===== config.mk =====
export PLATFORM = sky130hd
export DESIGN_NAME = i2c_burst_controller
export DESIGN_NICKNAME = d
export VERILOG_FILES = /design/src/rtl/i2c_pkg.sv /design/src/rtl/i2c_wb_access.sv /design/src/rtl/i2c_burst_controller.sv
export SDC_FILE = /design/constraint.sdc
export NUM_CORES = 1
export LEC_CHECK = 0
export CAP_MARGIN = 25
export CELL_PAD_IN_SITES_DETAIL_PLACEMENT = 0
export CELL_PAD_IN_SITES_GLOBAL_PLACEMENT = 2
export CORE_MARGIN = 1
export CORE_UTILIZATION = 36
export DETAILED_ROUTE_END_ITERATION = 10
export PLACE_DENSITY_LB_ADDON = 0.3
export SKIP_LAST_GASP = 1
export SYNTH_ARGS = -nofsm -noshare
export SYNTH_HDL_FRONTEND = slang
export SYNTH_SLANG_ARGS = --single-unit

===== constraint.sdc =====
create_clock -name clk -period 9.9 [get_ports clk]
set_input_delay 2.97 -clock clk [delete_from_list [all_inputs] [get_ports clk]]
set_output_delay 2.97 -clock clk [all_outputs]
set_load 0.02 [all_outputs]

===== src/rtl/i2c_pkg.sv =====
// rtl/i2c_pkg.sv - shared constants and types for the i2c burst controller
// Purpose: state encodings, i2c master core register map, core command bytes,
//          host command word bit positions and a length legality helper.
// Ports:   none (package).
package i2c_pkg;

  typedef enum logic [3:0] {
    ST_IDLE,
    ST_PRESC_LO,
    ST_PRESC_HI,
    ST_SET_ADDR,
    ST_FILL,
    ST_CMD,
    ST_POLL_HI,
    ST_POLL_LO,
    ST_STOP,
    ST_DRAIN,
    ST_DONE
  } state_t;

  typedef enum logic [1:0] {
    MODE_PRESC,
    MODE_WRRD,
    MODE_WRITE,
    MODE_READ
  } mode_t;

  // Core register addresses
  localparam logic [2:0] REG_STATUS   = 3'd0;
  localparam logic [2:0] REG_ADDR     = 3'd2;
  localparam logic [2:0] REG_CMD      = 3'd3;
  localparam logic [2:0] REG_DATA     = 3'd4;
  localparam logic [2:0] REG_PRESC_LO = 3'd6;
  localparam logic [2:0] REG_PRESC_HI = 3'd7;

  // Core command bytes
  localparam logic [7:0] CMD_RD_NEXT  = 8'h02;
  localparam logic [7:0] CMD_RD_START = 8'h03;
  localparam logic [7:0] CMD_WR_NEXT  = 8'h04;
  localparam logic [7:0] CMD_WR_START = 8'h05;
  localparam logic [7:0] CMD_STOP     = 8'h10;

  // Core status bits
  localparam int STS_BUSY = 0;
  localparam int STS_NACK = 3;

  // Host command word bit positions
  localparam int MC_START     = 0;
  localparam int MC_READ      = 1;
  localparam int MC_WRITE     = 2;
  localparam int MC_SET_PRESC = 3;
  localparam int MC_WRRD      = 4;
  localparam int MC_ADDR_LSB  = 5;
  localparam int MC_WLEN_LSB  = 12;
  localparam int MC_RLEN_LSB  = 16;

  function automatic logic len_ok(input logic [3:0] len, input int max_bytes);
    return (len != 4'd0) && (int'(len) <= max_bytes);
  endfunction

endpackage


===== src/rtl/i2c_wb_access.sv =====
// rtl/i2c_wb_access.sv - single wishbone access engine toward the i2c master core
// Purpose: turns a level request into one classic wishbone cycle, holds
//          adr/dat/we stable until ack, then reports a one-cycle ack_pulse
//          with the read data captured in the ack cycle.
// Ports:   clk, rst            clock, async active-high reset
//          req, adr, wdat, we  access request and its parameters
//          ack_pulse, rdat     completion pulse (cycle after ack) and read data
//          wbm_*               wishbone master signals
module i2c_wb_access (
  input  logic       clk,
  input  logic       rst,
  input  logic       req,
  input  logic [2:0] adr,
  input  logic [7:0] wdat,
  input  logic       we,
  output logic       ack_pulse,
  output logic [7:0] rdat,
  output logic [2:0] wbm_adr_o,
  output logic [7:0] wbm_dat_o,
  input  logic [7:0] wbm_dat_i,
  output logic       wbm_we_o,
  output logic       wbm_stb_o,
  input  logic       wbm_ack_i,
  output logic       wbm_cyc_o
);

  logic [2:0] r_adr;
  logic [7:0] r_dat;
  logic       r_we;
  logic       r_stb;
  logic       r_ack_pulse;
  logic [7:0] r_rdat;

  always_ff @(posedge clk or posedge rst) begin
    if (rst) begin
      r_adr       <= 3'd0;
      r_dat       <= 8'd0;
      r_we        <= 1'b0;
      r_stb       <= 1'b0;
      r_ack_pulse <= 1'b0;
      r_rdat      <= 8'd0;
    end else begin
      r_ack_pulse <= 1'b0;
      if (r_stb) begin
        if (wbm_ack_i) begin
          r_stb       <= 1'b0;
          r_adr       <= 3'd0;
          r_dat       <= 8'd0;
          r_we        <= 1'b0;
          r_ack_pulse <= 1'b1;
          r_rdat      <= wbm_dat_i;
        end
      end else if (req && !r_ack_pulse) begin
        // During the ack_pulse cycle the requester has not yet advanced its
        // state, so its req still refers to the finished access; ignore it.
        r_stb <= 1'b1;
        r_adr <= adr;
        r_dat <= wdat;
        r_we  <= we;
      end
    end
  end

  assign wbm_adr_o = r_adr;
  assign wbm_dat_o = r_dat;
  assign wbm_we_o  = r_we;
  assign wbm_stb_o = r_stb;
  assign wbm_cyc_o = r_stb;
  assign ack_pulse = r_ack_pulse;
  assign rdat      = r_rdat;

endmodule


===== src/rtl/i2c_burst_controller.sv =====
// rtl/i2c_burst_controller.sv - host-commanded burst sequencer for an i2c master core
// Purpose: accepts a command word (prescale, write, read, write-then-read),
//          sequences the core registers over wishbone, polls core status per
//          byte, and returns read bytes plus error flags.
// Ports:   clk, rst                     clock, async active-high reset
//          memory_control, memory_data  command word and write bytes / prescale
//          rd_data, done, busy          read bytes, completion pulse, activity
//          err_nack, err_len, err_tmo   sticky error flags for the last command
//          wbm_*                        wishbone master toward the core
module i2c_burst_controller
  import i2c_pkg::*;
#(
  parameter int MAX_BYTES  = 4,
  parameter int DATA_W     = 8 * MAX_BYTES,
  parameter int POLL_LIMIT = 65535
) (
  input  logic              clk,
  input  logic              rst,
  input  logic [31:0]       memory_control,
  input  logic [DATA_W-1:0] memory_data,
  output logic [DATA_W-1:0] rd_data,
  output logic              done,
  output logic              busy,
  output logic              err_nack,
  output logic              err_len,
  output logic              err_tmo,
  output logic [2:0]        wbm_adr_o,
  output logic [7:0]        wbm_dat_o,
  input  logic [7:0]        wbm_dat_i,
  output logic              wbm_we_o,
  output logic              wbm_stb_o,
  input  logic              wbm_ack_i,
  output logic              wbm_cyc_o
);

  localparam int PCW = (POLL_LIMIT > 1) ? $clog2(POLL_LIMIT + 1) : 1;

  state_t            r_state;
  mode_t             r_mode;
  logic              r_start_q;
  logic [6:0]        r_addr;
  logic [3:0]        r_wlen;
  logic [3:0]        r_rlen;
  logic [DATA_W-1:0] r_wdata;
  logic [15:0]       r_presc;
  logic [3:0]        r_cnt;
  logic [PCW-1:0]    r_poll;
  logic              r_first;
  logic              r_rd_phase;
  logic [DATA_W-1:0] r_rd_data;
  logic              r_err_nack;
  logic              r_err_len;
  logic              r_err_tmo;

  logic              w_req;
  logic [2:0]        w_adr;
  logic [7:0]        w_wdat;
  logic              w_we;
  logic              w_ack;
  logic [7:0]        w_rdat;
  logic [7:0]        w_fill_byte;
  logic              w_accept;
  logic              w_len_bad;
  mode_t             w_mode_in;
  logic [3:0]        w_wlen_in;
  logic [3:0]        w_rlen_in;
  logic [15:0]       w_presc_in;
  logic [3:0]        w_cnt_inc;
  logic [3:0]        w_target;
  logic [PCW-1:0]    w_poll_inc;
  logic              w_poll_expired;
  logic              w_sts_busy;
  logic              w_sts_nack;
  logic              w_unused_ctrl;

  assign w_unused_ctrl = &{1'b0, memory_control[31:20]};

  assign w_wlen_in  = memory_control[MC_WLEN_LSB +: 4];
  assign w_rlen_in  = memory_control[MC_RLEN_LSB +: 4];
  assign w_presc_in = 16'(memory_data);

  // Highest-priority operation wins when several bits are set together.
  always_comb begin
    w_mode_in = MODE_READ;
    if (memory_control[MC_SET_PRESC])  w_mode_in = MODE_PRESC;
    else if (memory_control[MC_WRRD])  w_mode_in = MODE_WRRD;
    else if (memory_control[MC_WRITE]) w_mode_in = MODE_WRITE;
  end

  always_comb begin
    w_len_bad = 1'b0;
    case (w_mode_in)
      MODE_WRRD:  w_len_bad = !len_ok(w_wlen_in, MAX_BYTES) || !len_ok(w_rlen_in, MAX_BYTES);
      MODE_WRITE: w_len_bad = !len_ok(w_wlen_in, MAX_BYTES);
      MODE_READ:  w_len_bad = !len_ok(w_rlen_in, MAX_BYTES);
      default:    w_len_bad = 1'b0;
    endcase
  end

  assign w_accept = (r_state == ST_IDLE) && memory_control[MC_START] && !r_start_q &&
                    (|memory_control[MC_WRRD:MC_READ]);

  assign w_cnt_inc      = r_cnt + 4'd1;
  assign w_target       = r_rd_phase ? r_rlen : r_wlen;
  assign w_poll_inc     = r_poll + 1'b1;
  assign w_poll_expired = (w_poll_inc == PCW'(POLL_LIMIT));
  assign w_sts_busy     = w_rdat[STS_BUSY];
  assign w_sts_nack     = w_rdat[STS_NACK];
  assign w_fill_byte    = r_wdata[int'(r_cnt) * 8 +: 8];

  // Bus access parameters are a pure decode of the current state.
  always_comb begin
    w_req  = 1'b0;
    w_adr  = REG_STATUS;
    w_wdat = 8'h00;
    w_we   = 1'b0;
    case (r_state)
      ST_PRESC_LO: begin w_req = 1'b1; w_adr = REG_PRESC_LO; w_wdat = r_presc[7:0];  w_we = 1'b1; end
      ST_PRESC_HI: begin w_req = 1'b1; w_adr = REG_PRESC_HI; w_wdat = r_presc[15:8]; w_we = 1'b1; end
      ST_SET_ADDR: begin w_req = 1'b1; w_adr = REG_ADDR;     w_wdat = {1'b0, r_addr}; w_we = 1'b1; end
      ST_FILL:     begin w_req = 1'b1; w_adr = REG_DATA;     w_wdat = w_fill_byte;   w_we = 1'b1; end
      ST_CMD: begin
        w_req = 1'b1;
        w_adr = REG_CMD;
        w_we  = 1'b1;
        if (r_rd_phase) w_wdat = r_first ? CMD_RD_START : CMD_RD_NEXT;
        else            w_wdat = r_first ? CMD_WR_START : CMD_WR_NEXT;
      end
      ST_POLL_HI,
      ST_POLL_LO:  begin w_req = 1'b1; w_adr = REG_STATUS; end
      ST_STOP:     begin w_req = 1'b1; w_adr = REG_CMD;  w_wdat = CMD_STOP; w_we = 1'b1; end
      ST_DRAIN:    begin w_req = 1'b1; w_adr = REG_DATA; end
      default:     w_req = 1'b0;
    endcase
  end

  i2c_wb_access u_wb (
    .clk       (clk),
    .rst       (rst),
    .req       (w_req),
    .adr       (w_adr),
    .wdat      (w_wdat),
    .we        (w_we),
    .ack_pulse (w_ack),
    .rdat      (w_rdat),
    .wbm_adr_o (wbm_adr_o),
    .wbm_dat_o (wbm_dat_o),
    .wbm_dat_i (wbm_dat_i),
    .wbm_we_o  (wbm_we_o),
    .wbm_stb_o (wbm_stb_o),
    .wbm_ack_i (wbm_ack_i),
    .wbm_cyc_o (wbm_cyc_o)
  );

  always_ff @(posedge clk or posedge rst) begin
    if (rst) begin
      r_state    <= ST_IDLE;
      r_mode     <= MODE_PRESC;
      r_start_q  <= 1'b0;
      r_addr     <= 7'd0;
      r_wlen     <= 4'd0;
      r_rlen     <= 4'd0;
      r_wdata    <= '0;
      r_presc    <= 16'd0;
      r_cnt      <= 4'd0;
      r_poll     <= '0;
      r_first    <= 1'b0;
      r_rd_phase <= 1'b0;
      r_rd_data  <= '0;
      r_err_nack <= 1'b0;
      r_err_len  <= 1'b0;
      r_err_tmo  <= 1'b0;
    end else begin
      r_start_q <= memory_control[MC_START];
      case (r_state)
        ST_IDLE: begin
          if (w_accept) begin
            r_mode     <= w_mode_in;
            r_addr     <= memory_control[MC_ADDR_LSB +: 7];
            r_wlen     <= w_wlen_in;
            r_rlen     <= w_rlen_in;
            r_wdata    <= memory_data;
            r_cnt      <= 4'd0;
            r_poll     <= '0;
            r_first    <= 1'b1;
            r_rd_phase <= (w_mode_in == MODE_READ);
            r_rd_data  <= '0;
            r_err_nack <= 1'b0;
            r_err_tmo  <= 1'b0;
            r_err_len  <= w_len_bad;
            if (w_len_bad) begin
              r_state <= ST_DONE;
            end else if (w_mode_in == MODE_PRESC) begin
              r_presc <= w_presc_in;
              r_state <= ST_PRESC_LO;
            end else begin
              r_state <= ST_SET_ADDR;
            end
          end
        end
        ST_PRESC_LO: if (w_ack) r_state <= ST_PRESC_HI;
        ST_PRESC_HI: if (w_ack) r_state <= ST_DONE;
        ST_SET_ADDR: if (w_ack) r_state <= (r_mode == MODE_READ) ? ST_CMD : ST_FILL;
        ST_FILL: begin
          if (w_ack) begin
            if (w_cnt_inc == r_wlen) begin
              r_cnt   <= 4'd0;
              r_state <= ST_CMD;
            end else begin
              r_cnt <= w_cnt_inc;
            end
          end
        end
        ST_CMD: begin
          if (w_ack) begin
            r_poll  <= '0;
            r_state <= ST_POLL_HI;
          end
        end
        ST_POLL_HI: begin
          if (w_ack) begin
            if (w_sts_nack) begin
              r_err_nack <= 1'b1;
              r_state    <= ST_STOP;
            end else if (w_sts_busy) begin
              r_poll  <= '0;
              r_state <= ST_POLL_LO;
            end else if (w_poll_expired) begin
              r_err_tmo <= 1'b1;
              r_state   <= ST_STOP;
            end else begin
              r_poll <= w_poll_inc;
            end
          end
        end
        ST_POLL_LO: begin
          if (w_ack) begin
            if (w_sts_nack) begin
              r_err_nack <= 1'b1;
              r_state    <= ST_STOP;
            end else if (!w_sts_busy) begin
              if (w_cnt_inc == w_target) begin
                r_cnt <= 4'd0;
                if (!r_rd_phase && (r_mode == MODE_WRRD)) begin
                  // Write phase complete: repeated start into the read phase.
                  r_rd_phase <= 1'b1;
                  r_first    <= 1'b1;
                  r_state    <= ST_CMD;
                end else begin
                  r_state <= ST_STOP;
                end
              end else begin
                r_cnt   <= w_cnt_inc;
                r_first <= 1'b0;
                r_state <= ST_CMD;
              end
            end else if (w_poll_expired) begin
              r_err_tmo <= 1'b1;
              r_state   <= ST_STOP;
            end else begin
              r_poll <= w_poll_inc;
            end
          end
        end
        ST_STOP: begin
          if (w_ack) begin
            // Only a cleanly completed read phase has bytes worth draining.
            r_state <= (r_rd_phase && !r_err_nack && !r_err_tmo) ? ST_DRAIN : ST_DONE;
          end
        end
        ST_DRAIN: begin
          if (w_ack) begin
            r_rd_data[int'(r_cnt) * 8 +: 8] <= w_rdat;
            if (w_cnt_inc == r_rlen) r_state <= ST_DONE;
            else                     r_cnt   <= w_cnt_inc;
          end
        end
        ST_DONE: r_state <= ST_IDLE;
        default: r_state <= ST_IDLE;
      endcase
    end
  end

  assign busy     = (r_state != ST_IDLE);
  assign done     = (r_state == ST_DONE);
  assign rd_data  = r_rd_data;
  assign err_nack = r_err_nack;
  assign err_len  = r_err_len;
  assign err_tmo  = r_err_tmo;

endmodule


# Word-level counts from Yosys, hierarchy flattened
# Cells that the tools add are included.
# totals
output_inout_bits	51
in_bits	75
regBits	149
# classes
n_addsub	3
shift	3
mux	99
n_eq_ne	43
order_cmp	2
n_bitwise	1
reduce_logical	47
# op_table
operator	n
$mux W16	9
$mux W4	30
$mux W32	2
$pmux W16 S4	1
$pmux W32 S2	1
$pmux W8 S6	1
$pmux W4 S10	1
$mux W1	35
$neg A7 Y33	1
$shift A8 B33 Y32 const A	1
$shiftx A8 B33 Y32	1
$bwmux W32	1
$shiftx A32 B8 Y8	1
$mux W8	3
$ne A2 B1 Y1 const B	12
$reduce_and A8 Y1	3
$ne A2 B2 Y1 const B	11
$reduce_bool A4 Y1	5
$add A16 B1 Y16 const B	1
$eq A16 B16 Y1 const B	1
$eq A4 B3 Y1 const B	4
$pmux W4 S4	1
$pmux W3 S5	1
$eq A4 B4 Y1	3
30 further kinds	68

# Longest topological paths before layout
# Gate-level depths: netlist (run 1).
# logic_depth
depth_word	8
mapped_depth	12

# Hierarchy
# Synthesis (run 1) repeated with hierarchy kept, for this count alone.
# unflattened
cells_unflattened	785
area_unflattened_um2	7574.8
# by_module_without_submodules
module	area_each_um2	seq_area_each_um2	n_inst	cells_per_inst
i2c_burst_controller	6676.4	3178.0	1	718
i2c_wb_access	898.4	550.5	1	67

# Worst setup path after synthesis (run 1)
# OpenSTA, ideal clock, no wires.
# synth_path
path_kind	input to register
from	input memory_control[3]
to	register r_poll[3]
required_time_ps	9823
setup_ps	77
n_path_buf	1
t_arrival_ps	4712
cell_stages	7
path_slack_ps	5111
path_cell_list	clkbuf_1 > nor4_1 > nor4b_4 > a31oi_2 > or2_1 > or4_1 > a21oi_1
# synth_between
elab_chain_cells	4
# synth_rtl
element	line	rtl
start: declaration	i2c_burst_controller.sv:19	input logic [31:0] memory_control,
$reduce_or A4 Y1	i2c_burst_controller.sv:101	(|memory_control[MC_WRRD:MC_READ]);
$logic_and A1 B1 Y1	i2c_burst_controller.sv:100	assign w_accept = (r_state == ST_IDLE) && memory_control[MC_START] && !r_start_q &&
$ne A2 B2 Y1 (no source line)	--	
$reduce_and A8 Y1 (no source line)	--	
end signal: assignment	i2c_burst_controller.sv:232	r_poll <= w_poll_inc;
end signal: assignment	i2c_burst_controller.sv:261	r_poll <= w_poll_inc;
end: declaration	i2c_burst_controller.sv:47	logic [PCW-1:0] r_poll;
# No other way between the ends.
# A chain may end at the register's enable or synchronous reset.

# Worst setup path in the final report (run 1)
# layout_path
from	input memory_control[3]
to	register r_rd_data[8], in the netlist rd_data[8]
# layout_between
elab_chain_cells	4
# layout_rtl
element	line	rtl
$reduce_or A4 Y1	i2c_burst_controller.sv:101	
$logic_and A1 B1 Y1	i2c_burst_controller.sv:100	
$ne A2 B2 Y1 (no source line)	--	
$reduce_and A3 Y1 (no source line)	--	
end signal: indexed assignment	i2c_burst_controller.sv:273	r_rd_data[int'(r_cnt) * 8 +: 8] <= w_rdat;
end: declaration	i2c_burst_controller.sv:50	logic [DATA_W-1:0] r_rd_data;
# No other way between the ends.

==> results of run 1 <==
[worst min-delay path by stage]
stage	end	slack, ps	cells after the start
2_1_floorplan	r_addr[3]	440	2
3_3_place_gp	r_wdata[12]	450	2
3_5_place_dp	r_wdata[27]	460	2
4_1_cts	r_wdata[27]	480	2
5_1_grt	r_wdata[27]	490	2
6_report	r_wdata[27]	470	2
[layer usage]
layer,part of all wire [%],vias to the layer above,wire [um]
li1,-,2980,-
met1,47,3015,9560
met2,47,170,9450
met3,4.4,22,880
met4,1.4,0,284
met5,0,-,0
[cells in the mapped netlist, drive strengths merged, types with 4 or more instances]
library cell / instances
mux2: 29
nor4: 6
xnor2: 11
a21o: 6
o21ai: 41
nand4: 11
nand2: 218
inv: 16
nand2b: 6
and3: 5
o31ai: 4
xor2: 13
nand3: 15
nor3: 21
a31oi: 4
ha: 5
buf: 10
mux4: 8
nor2: 54
clkbuf: 36
a22oi: 10
a32oi: 4
dfrtp: 149
nor2b: 10
a21oi: 22
a22o: 26
[critical path, stage by stage]
cell             delay [ps]
clkdlybuf4s50_1         630
nor4_1                  160
nor4b_4                 350
buf_4                   590
o2111ai_1               210
nor3_1                  710
a22o_1                  230
[area by class of cell]
type | instances | area, sq um
clock buffer | 19 | 453
clock inverter | 13 | 113
fill | 1980 | 10900
inverter | 16 | 65.1
multi-input combinational | 588 | 3520
sequential | 149 | 3730
tap | 270 | 338
timing repair buffer | 123 | 1210
[where the power goes]
group          switching [mW]  internal, mW  leakage [nW]  total (mW)
Clock                   0.278         0.342         0.276       0.620
Sequential              0.181         0.794          1.96       0.975
Combinational           0.497         0.408          1.93       0.905
[logic make-up after synthesis]
| family | Yosys count | synth area share [%] |
|---|---|---|
| AO/OA/AOI/OAI | 151 | 14.0 |
| adder cells (fa/ha/maj) | 5 | 0.836 |
| multiplexers | 38 | 6.90 |
| AND/OR/NAND/NOR | 368 | 21.8 |
| XOR/XNOR | 26 | 3.41 |
| flip-flops | 149 | 49.8 |
| buffers and inverters | 62 | 3.19 |
[state kept, by name, indices dropped and copies added (netlist names), 2 cells and up]
name / cells
r_presc: 16
u_wb.wbm_dat_o: 8
u_wb.wbm_adr_o: 3
r_state: 4
r_wdata: 32
r_cnt: 4
r_mode: 2
r_wlen: 4
r_addr: 7
u_wb.rdat: 8
r_poll: 16
r_rlen: 4
rd_data: 32
[per-stage QoR]
| stage | utilization, % | cells | power (mW) |
|---|---|---|---|
| 2_1_floorplan | - | 799 | 1.58 |
| 3_3_place_gp | 43.6 | 1145 | 1.87 |
| 3_5_place_dp | 43.6 | 1145 | 1.89 |
| 4_1_cts | 46.4 | 1177 | 2.52 |
| 5_1_grt | 46.4 | 1178 | 2.67 |
| 6_report | 46.4 | 1178 | 2.50 |
==> run metrics, run 1 <==
pre-CTS setup slack=3920 ps; Hold WS=470 ps; vias post-DR=6187; Netlist cell types=68; final hold viol count=0; min Tclk post-route=5510 ps; Setup Buffers After CTS=0; most frequent cells in the layout=nand2_1 (218), dfrtp_1 (149), clkdlybuf4s50_1 (113); asr flop ratio synth=100%; H-tree Lvls=4; Worst Setup EP=rd_data[8]; GR Util met2=32.0%; Least-Margin Pin Slew=962 ps; Post-synth EDFFs=0; Synth area leaders=dfrtp_1 (50%), nand2_1 (11%), mux2_2 (4.4%); Max Cap Viol=0; TritonCTS Buffers=17; top cell type's share of synthesized area=49.8%; PD cells=265 mW/mm^2; Slew HR=35.9%; Hold Buf Count CTS=0; routed len/inst=17.1 um; met3 usage=3.81%; post-route setup slack=4390 ps; CP Capture Type=flip-flop; Pins Over Slew Limit=0; Root Buffer=clkbuf_16; CTS clk-pin slew, worst paths=70 ps; core area=0.0203 sq mm; vias per cell=5.25; Critical Path AT=5860 ps; port buffer count=113; die area=0.0214 sq mm; CTS Sinks=149; DP HPWL=14.0 mm; FF+latch count, synth=149; Ys Warns=0; reg-to-reg startpoint=r_state[2]; Die W=146 um; gr busiest metal=met2; unrepaired setup endpoints after global routing=false; area leader, netlist=dfrtp_1; FF-to-FF End=rd_data[8]; register area share after synthesis=49.8%; # resized after CTS=0; initial antenna violation count=0; Worst Path Required=10250 ps; first-pass GRT wire length=32.7 mm; worst r2r path cells=6; Final TNS setup=0 ps; TritonRoute pass-1 iters=5; initial core utilization=36.9%; Syn-to-layout area delta=25.9%; final setup skew=13.8 ps; share of layout cells above drive strength 1=10.0%; net count after synthesis=879; die height=146 um; Critical Path Start Type=input port; final setup fails=0; routability cong.=0.866; crit path max fanout=54; Period Utilization, post-route=55.6%; post-route ant nets=0; IR drop worst, VDD=0.117 mV; commonest non-fill, non-tap cell in the layout=nand2_1; crit path from=memory_control[3]; Primary FF master, synth=dfrtp_1; Crit Path Class=input port to flip-flop; Post-Route WL=20.2 mm; worst hold path type=flip-flop to flip-flop; total grt overflow=0; status=finished, final reports clean; Worst Hold Launch=r_wdata[27]; DRT iter0 DRCs=303; CTS Buffer Depth=2; Final Cell Area=0.00942 sq mm; vias in the first global route=6064; number of remaining DRC errors=0; Mapped Cells=799; Worst-Skew Late Latency=430 ps; Leak=4.16 nW; largest net degree at the start of global routing=91; row count=52; Syn Area/Cell=9.37 sq um; total track usage=19.5%; f_max=182 MHz; ANT cells=0; Mapped Area=0.00748 sq mm; IO Pins=126; r2r setup slk=6210 ps; nets=975; placed cell area=0.00885 sq mm; CTS tree=yes; M1 GR Usage=26.1%
No activity file was read; power rests on OpenSTA's default activity.
==> run 2: changes to the inputs <==
- CORE_UTILIZATION: 36 -> 33
- clock period: 9.9 -> 5.22 ns (I/O delays scaled with it)
==> run 2 against run 1 <==
The run now ends with design-rule violations left. Combinational power grew 93%. Sequential cell count is the same. Power grew 93%. Utilization is 3.2 points lower. Worst setup slack worse by 3300 ps. Final cell count grew 0.85%. Clock skew is 1.6 ps higher. Sequential power increased by 89%. Routed wire length up 3.8%. Sequential share of layout area is 0.37 points lower. Largest power group unchanged.
==> run metrics, run 2 (synthesis results as in run 1) <==
status=finished with violations; failing checks=design-rule violations; FF-to-FF End=rd_data[10]; min Tclk post-route=4100 ps; port buffer count=113 (unchanged); f_max=244 MHz; crit path max fanout=22 (-59%); vias post-DR=6221 (+0.55%); IO Pins=126 (unchanged); Psw=1.81 mW (+89%); Pins Over Slew Limit=0 (unchanged); worst r2r path cells=6 (unchanged); clock network fraction of design power=25.9% (+1.1 points); sw frac=37.5% (-0.79 points); Internal Power=3.02 mW (+96%); Leak=4.19 nW (+0.63%); TritonCTS Buffers=17 (unchanged); first-pass GRT wire length=33.9 mm (+3.7%); DRT iter0 DRCs=318 (+5.0%); routability cong.=0.850 (-1.8%); number of remaining DRC errors=2 (+2); r2r setup slk=1740 ps (-4470 ps); initial antenna violation count=0 (unchanged); multi-input logic area=0.00353 sq mm (+0.18%); Syn-to-layout area delta=27.1%; DP HPWL=14.8 mm (+5.2%); most frequent cells in the layout=nand2_1 (218), dfrtp_1 (149), clkdlybuf4s50_1 (113); worst hold path type=flip-flop to flip-flop; total track usage=18.4% (-1.1 points); Worst Path Required=3650 ps (-6600 ps); CTS Sinks=149 (unchanged); placed cell area=0.00888 sq mm (+0.34%); PD cells=508 mW/mm^2 (+92%); Final Cell Area=0.00951 sq mm (+0.94%); Setup Buffers After CTS=0 (unchanged); initial core utilization=34.0% (-2.9 points); Worst-Skew Late Latency=430 ps (about the same); Root Buffer=clkbuf_16; Least-Margin Pin Slew=981 ps (+19.3 ps); ANT cells=0 (unchanged); vias per cell=5.24 (-0.30%); Slew HR=34.1% (-1.8 points); Max Cap Viol=0 (unchanged); Hold EP=r_wdata[12]; Final TNS setup=0 ps (unchanged); Sequential Area=0.00373 sq mm (unchanged); CP Capture Type=primary output; CTS Buffer Depth=2 (unchanged); final setup skew=15.4 ps (+1.61 ps); core area=0.0220 sq mm (+8.5%); unrepaired setup endpoints after global routing=false; share of layout cells above drive strength 1=10.1% (+0.11 points); die height=153 um (+4.4%); Worst Hold Launch=r_wdata[12]; # resized after CTS=0 (unchanged); Period Utilization, post-route=78.5%; sequential power share=38.0% (-1.0 points); hold depth=2 (unchanged); CTS tree=yes; Die W=153 um (+4.4%); combinational share of power=36.2% (about the same); final hold viol count=0 (unchanged); fill count=2146 (+8.4%); Hold Buf Count CTS=0 (unchanged); reg-to-reg startpoint=r_state[2]; total grt overflow=0 (unchanged); post-route ant nets=0 (unchanged); CTS clk-pin slew, worst paths=60 ps (about the same); row count=54 (+3.8%); largest net degree at the start of global routing=80 (-12%); final setup fails=0 (unchanged); routed len/inst=17.6 um (+2.9%); Critical Path Start Type=flip-flop; commonest non-fill, non-tap cell in the layout=nand2_1; Crit Path Class=flip-flop to primary output; Critical Path AT=2530 ps (-3330 ps); IR drop worst, VDD=0.190 mV (+62%); Post-Route WL=20.9 mm (+3.8%); TritonRoute pass-1 iters=10 (+5); nets=976 (+0.10%); H-tree Lvls=4 (unchanged); die area=0.0233 sq mm (+9.0%); vias in the first global route=6174 (+1.8%)
[run 2: cell types whose count changed in the layout (fill, tap and decap cells not counted), sizes merged]
cell / before / now
bufinv: 0 / 2
clkbuf: 19 / 20
clkinv: 3 / 4
clkinvlp: 2 / 3
inv: 24 / 19
[run 2: how the worst max path moves through the flow]
stage | startpoint | to | slack (ps)
2_1_floorplan | rst | err_len | 1780
3_3_place_gp | memory_control[3] | rd_data[11] | 1010
3_5_place_dp | memory_control[3] | rd_data[10] | 940
4_1_cts | r_state[2] | busy | 1150
5_1_grt | r_state[2] | done | 1050
6_report | r_state[2] | done | 1120
[run 2: cell type report]
type	instances	share of cell area (%)
clock inverters	12	1.51
clock buffers	19	4.76
repair buffers	124	13.1
flip-flops and latches	149	39.2
multi-input cells	588	37.1
inverters	16	0.671
well taps	280	3.68
[run 2: power groups by stage]
stage	Combinational, mW	Clock, mW	Sequential [mW]
floorplan	1.27	0	1.73
global placement	1.67	0	1.87
detailed placement	1.70	0	1.88
CTS	1.71	1.29	1.86
global route	1.94	1.34	1.89
finish	1.75	1.25	1.84
[run 2: stage by stage]
step,worst slack [ps],hold slack [ps],power (mW),utilization [%],cells
3_3_place_gp,1010,454,3.54,40.3,1155
5_1_grt,1050,503,5.16,43.2,1188
2_1_floorplan,1780,440,3.00,-,799
6_report,1120,473,4.83,43.2,1188
4_1_cts,1150,479,4.86,43.0,1186
3_5_place_dp,943,459,3.59,40.3,1155
[run 2: worst max-delay path: stages (launching register included)]
cell,delay (ps)
dfrtp_1,650
nor2_1,520
and3_1,300
clkdlybuf4s50_1,620
[run 2: per-layer routing]
layer  track usage, %  vias to the layer above  wire, um
li1                 -                     2976         -
met1             25.9                     3061     10000
met2             28.9                      172      9860
met3             3.84                       12       873
met4             4.71                        0       190
met5                0                        -         0
==> run 3: changes to the inputs <==
- CORE_UTILIZATION: 33 -> 30
- clock period: 5.22 -> 3.7 ns (I/O delays scaled with it)
==> run 3 against run 2 <==
The run now ends clean. Power rose by 43%. Worst setup slack got worse by 720 ps. Clock-buffer cell count fell by 1. Utilization fell by 3.2 points. Global-route usage fell by 1.6 points. Worst hold slack barely moved. Register-to-register slack got worse by 980 ps. First-iteration DRC count fell by 21%. Sequential share of layout area fell by 1.0 points. Critical endpoint is now busy. Largest cell class unchanged. Largest power group is now combinational cells.
==> run metrics, run 3 (synthesis results as in run 1) <==
status=finished, final reports clean; vias in the first global route=6114 (-0.97%); initial antenna violation count=0 (unchanged); routed len/inst=16.4 um (-6.7%); Worst Hold Launch=r_wdata[11]; PD cells=707 mW/mm^2 (+39%); clock network fraction of design power=26.3% (+0.4 points); TritonRoute pass-1 iters=4 (-6); Worst-Skew Late Latency=420 ps (about the same); post-route setup slack=407 ps (-715 ps); Layout Cells excl Fill=1256 (+5.7%); die area=0.0256 sq mm (+9.9%); CTS tree=yes; Critical Path Start Type=flip-flop; port buffer count=113 (unchanged); Die W=160 um (+4.8%); CTS Sinks=149 (unchanged); Slew HR=49.7% (+16 points); die height=160 um (+4.8%); most frequent cells in the layout=nand2_1 (218), dfrtp_1 (149), clkdlybuf4s50_1 (113); Finished Core Util=40.0% (-3.2 points); TritonCTS Buffers=17 (unchanged); combinational share of power=36.9% (+0.7 points); unrepaired setup endpoints after global routing=false; Setup Buffers After CTS=0 (unchanged); sequential power share=36.8% (-1.2 points); Leak=4.32 nW (+3.3%); Max Cap Viol=0 (unchanged); total track usage=16.8% (-1.6 points); largest net degree at the start of global routing=48 (-40%); Final TNS setup=0 ps (unchanged); Syn-to-layout area delta=30.4%; Hold EP=r_wdata[11]; sw frac=37.4% (-0.091 points); hold depth=2 (unchanged); routability cong.=0.793 (-6.7%); post-route ant nets=0 (unchanged); CP Capture Type=primary output; nets=999 (+2.4%); ANT cells=0 (unchanged); CTS Buffer Depth=2 (unchanged); worst r2r path cells=8 (+2); # resized after CTS=0 (unchanged); row count=57 (+5.6%); vias post-DR=6069 (-2.4%); Hold Buf Count CTS=0 (unchanged); H-tree Lvls=4 (unchanged); crit path max fanout=6 (-73%); number of remaining DRC errors=0 (-2); multi-input logic area=0.00352 sq mm (-0.18%); final setup skew=12.1 ps (-3.37 ps); Period Utilization, post-route=89.0%; FF-to-FF End=r_state[1]; CTS clk-pin slew, worst paths=70 ps (about the same); Post-Route WL=20.7 mm (-1.4%); Root Buffer=clkbuf_16; pre-CTS setup slack=223 ps (-720 ps); min Tclk post-route=3290 ps; f_max=304 MHz; initial core utilization=30.7% (-3.3 points); Pins Over Slew Limit=0 (unchanged); commonest non-fill, non-tap cell in the layout=nand2_1; r2r setup slk=760 ps (-980 ps); Least-Margin Pin Slew=751 ps (-230 ps); fill count=2466 (+15%); Sequential Area=0.00373 sq mm (unchanged); core area=0.0244 sq mm (+11%); final hold viol count=0 (unchanged); IO Pins=126 (unchanged); Critical Path AT=2180 ps (-350 ps); Internal Power=4.32 mW (+43%); first-pass GRT wire length=33.8 mm (-0.14%); Post-Place Cells=1224 (+6.0%); DP HPWL=14.8 mm (about the same); Psw=2.58 mW (+42%); IR drop worst, VDD=0.283 mV (+49%); share of layout cells above drive strength 1=12.3% (+2.2 points); total grt overflow=0 (unchanged); worst hold path type=flip-flop to flip-flop; final setup fails=0 (unchanged); DRT iter0 DRCs=252 (-21%); vias per cell=4.83 (-7.7%); Crit Path Class=flip-flop to primary output; Worst Path Required=2590 ps (-1060 ps); reg-to-reg startpoint=r_poll[0]
==> run 3: cell types whose count changed in the layout (fill, tap and decap cells not counted), sizes merged <==
cell,change
inv,+4
clkinvlp,-2
clkbuf,-2
buf,+24
==> run 3: area by class of cell <==
class	instances	share of cell area, %
Clock inverter	14	1.86
Timing Repair Buffer	147	14.6
Inverter	16	0.654
Multi-Input combinational cell	588	36.1
Clock buffer	18	4.50
Tap cell	324	4.15
Sequential cell	149	38.2
==> run 3: critical path, cell delays in order, from the launching register on <==
cell	delay [ps]
dfrtp_1	380
or4_1	730
clkdlybuf4s50_1	650
==> run 3: worst max-delay path by stage <==
| stage | depth (start not counted) | end | startpoint | slack, ps |
|---|---|---|---|---|
| 4_1_cts | 2 | busy | r_state[3] | 370 |
| 3_5_place_dp | 10 | r_state[0] | memory_control[2] | 220 |
| 3_3_place_gp | 10 | r_state[1] | memory_control[2] | 230 |
| 2_1_floorplan | 1 | err_len | rst | 720 |
| 6_report | 2 | busy | r_state[3] | 410 |
| 5_1_grt | 2 | busy | r_state[3] | 300 |
==> run 3: routing by layer <==
| metal | wire length [um] | global-route usage (%) | vias to the layer above | part of all wire (%) |
|---|---|---|---|---|
| li1 | - | - | 3034 | - |
| met2 | 9660 | 27.0 | 133 | 47 |
| met5 | 0 | 0 | - | 0 |
| met1 | 9930 | 23.0 | 2888 | 48 |
| met3 | 849 | 3.71 | 14 | 4.1 |
| met4 | 214 | 4.07 | 0 | 1.0 |
==> run 3: power groups by stage <==
stage	clock network (mW)	registers, mW	logic (mW)
3_3_place_gp	0	2.57	2.55
6_report	1.82	2.54	2.55
2_1_floorplan	0	2.45	1.79
5_1_grt	1.92	2.62	2.85
4_1_cts	1.86	2.55	2.57
3_5_place_dp	0	2.57	2.56
==> run 3: per-stage QoR <==
step	power [mW]	instance area (sq um)	hold slack, ps
detailed placement	5.13	9140	461
floorplan	4.23	7490	440
CTS	6.98	9760	478
global route	7.39	9760	498
finish	6.90	9760	473
global placement	5.12	9140	455
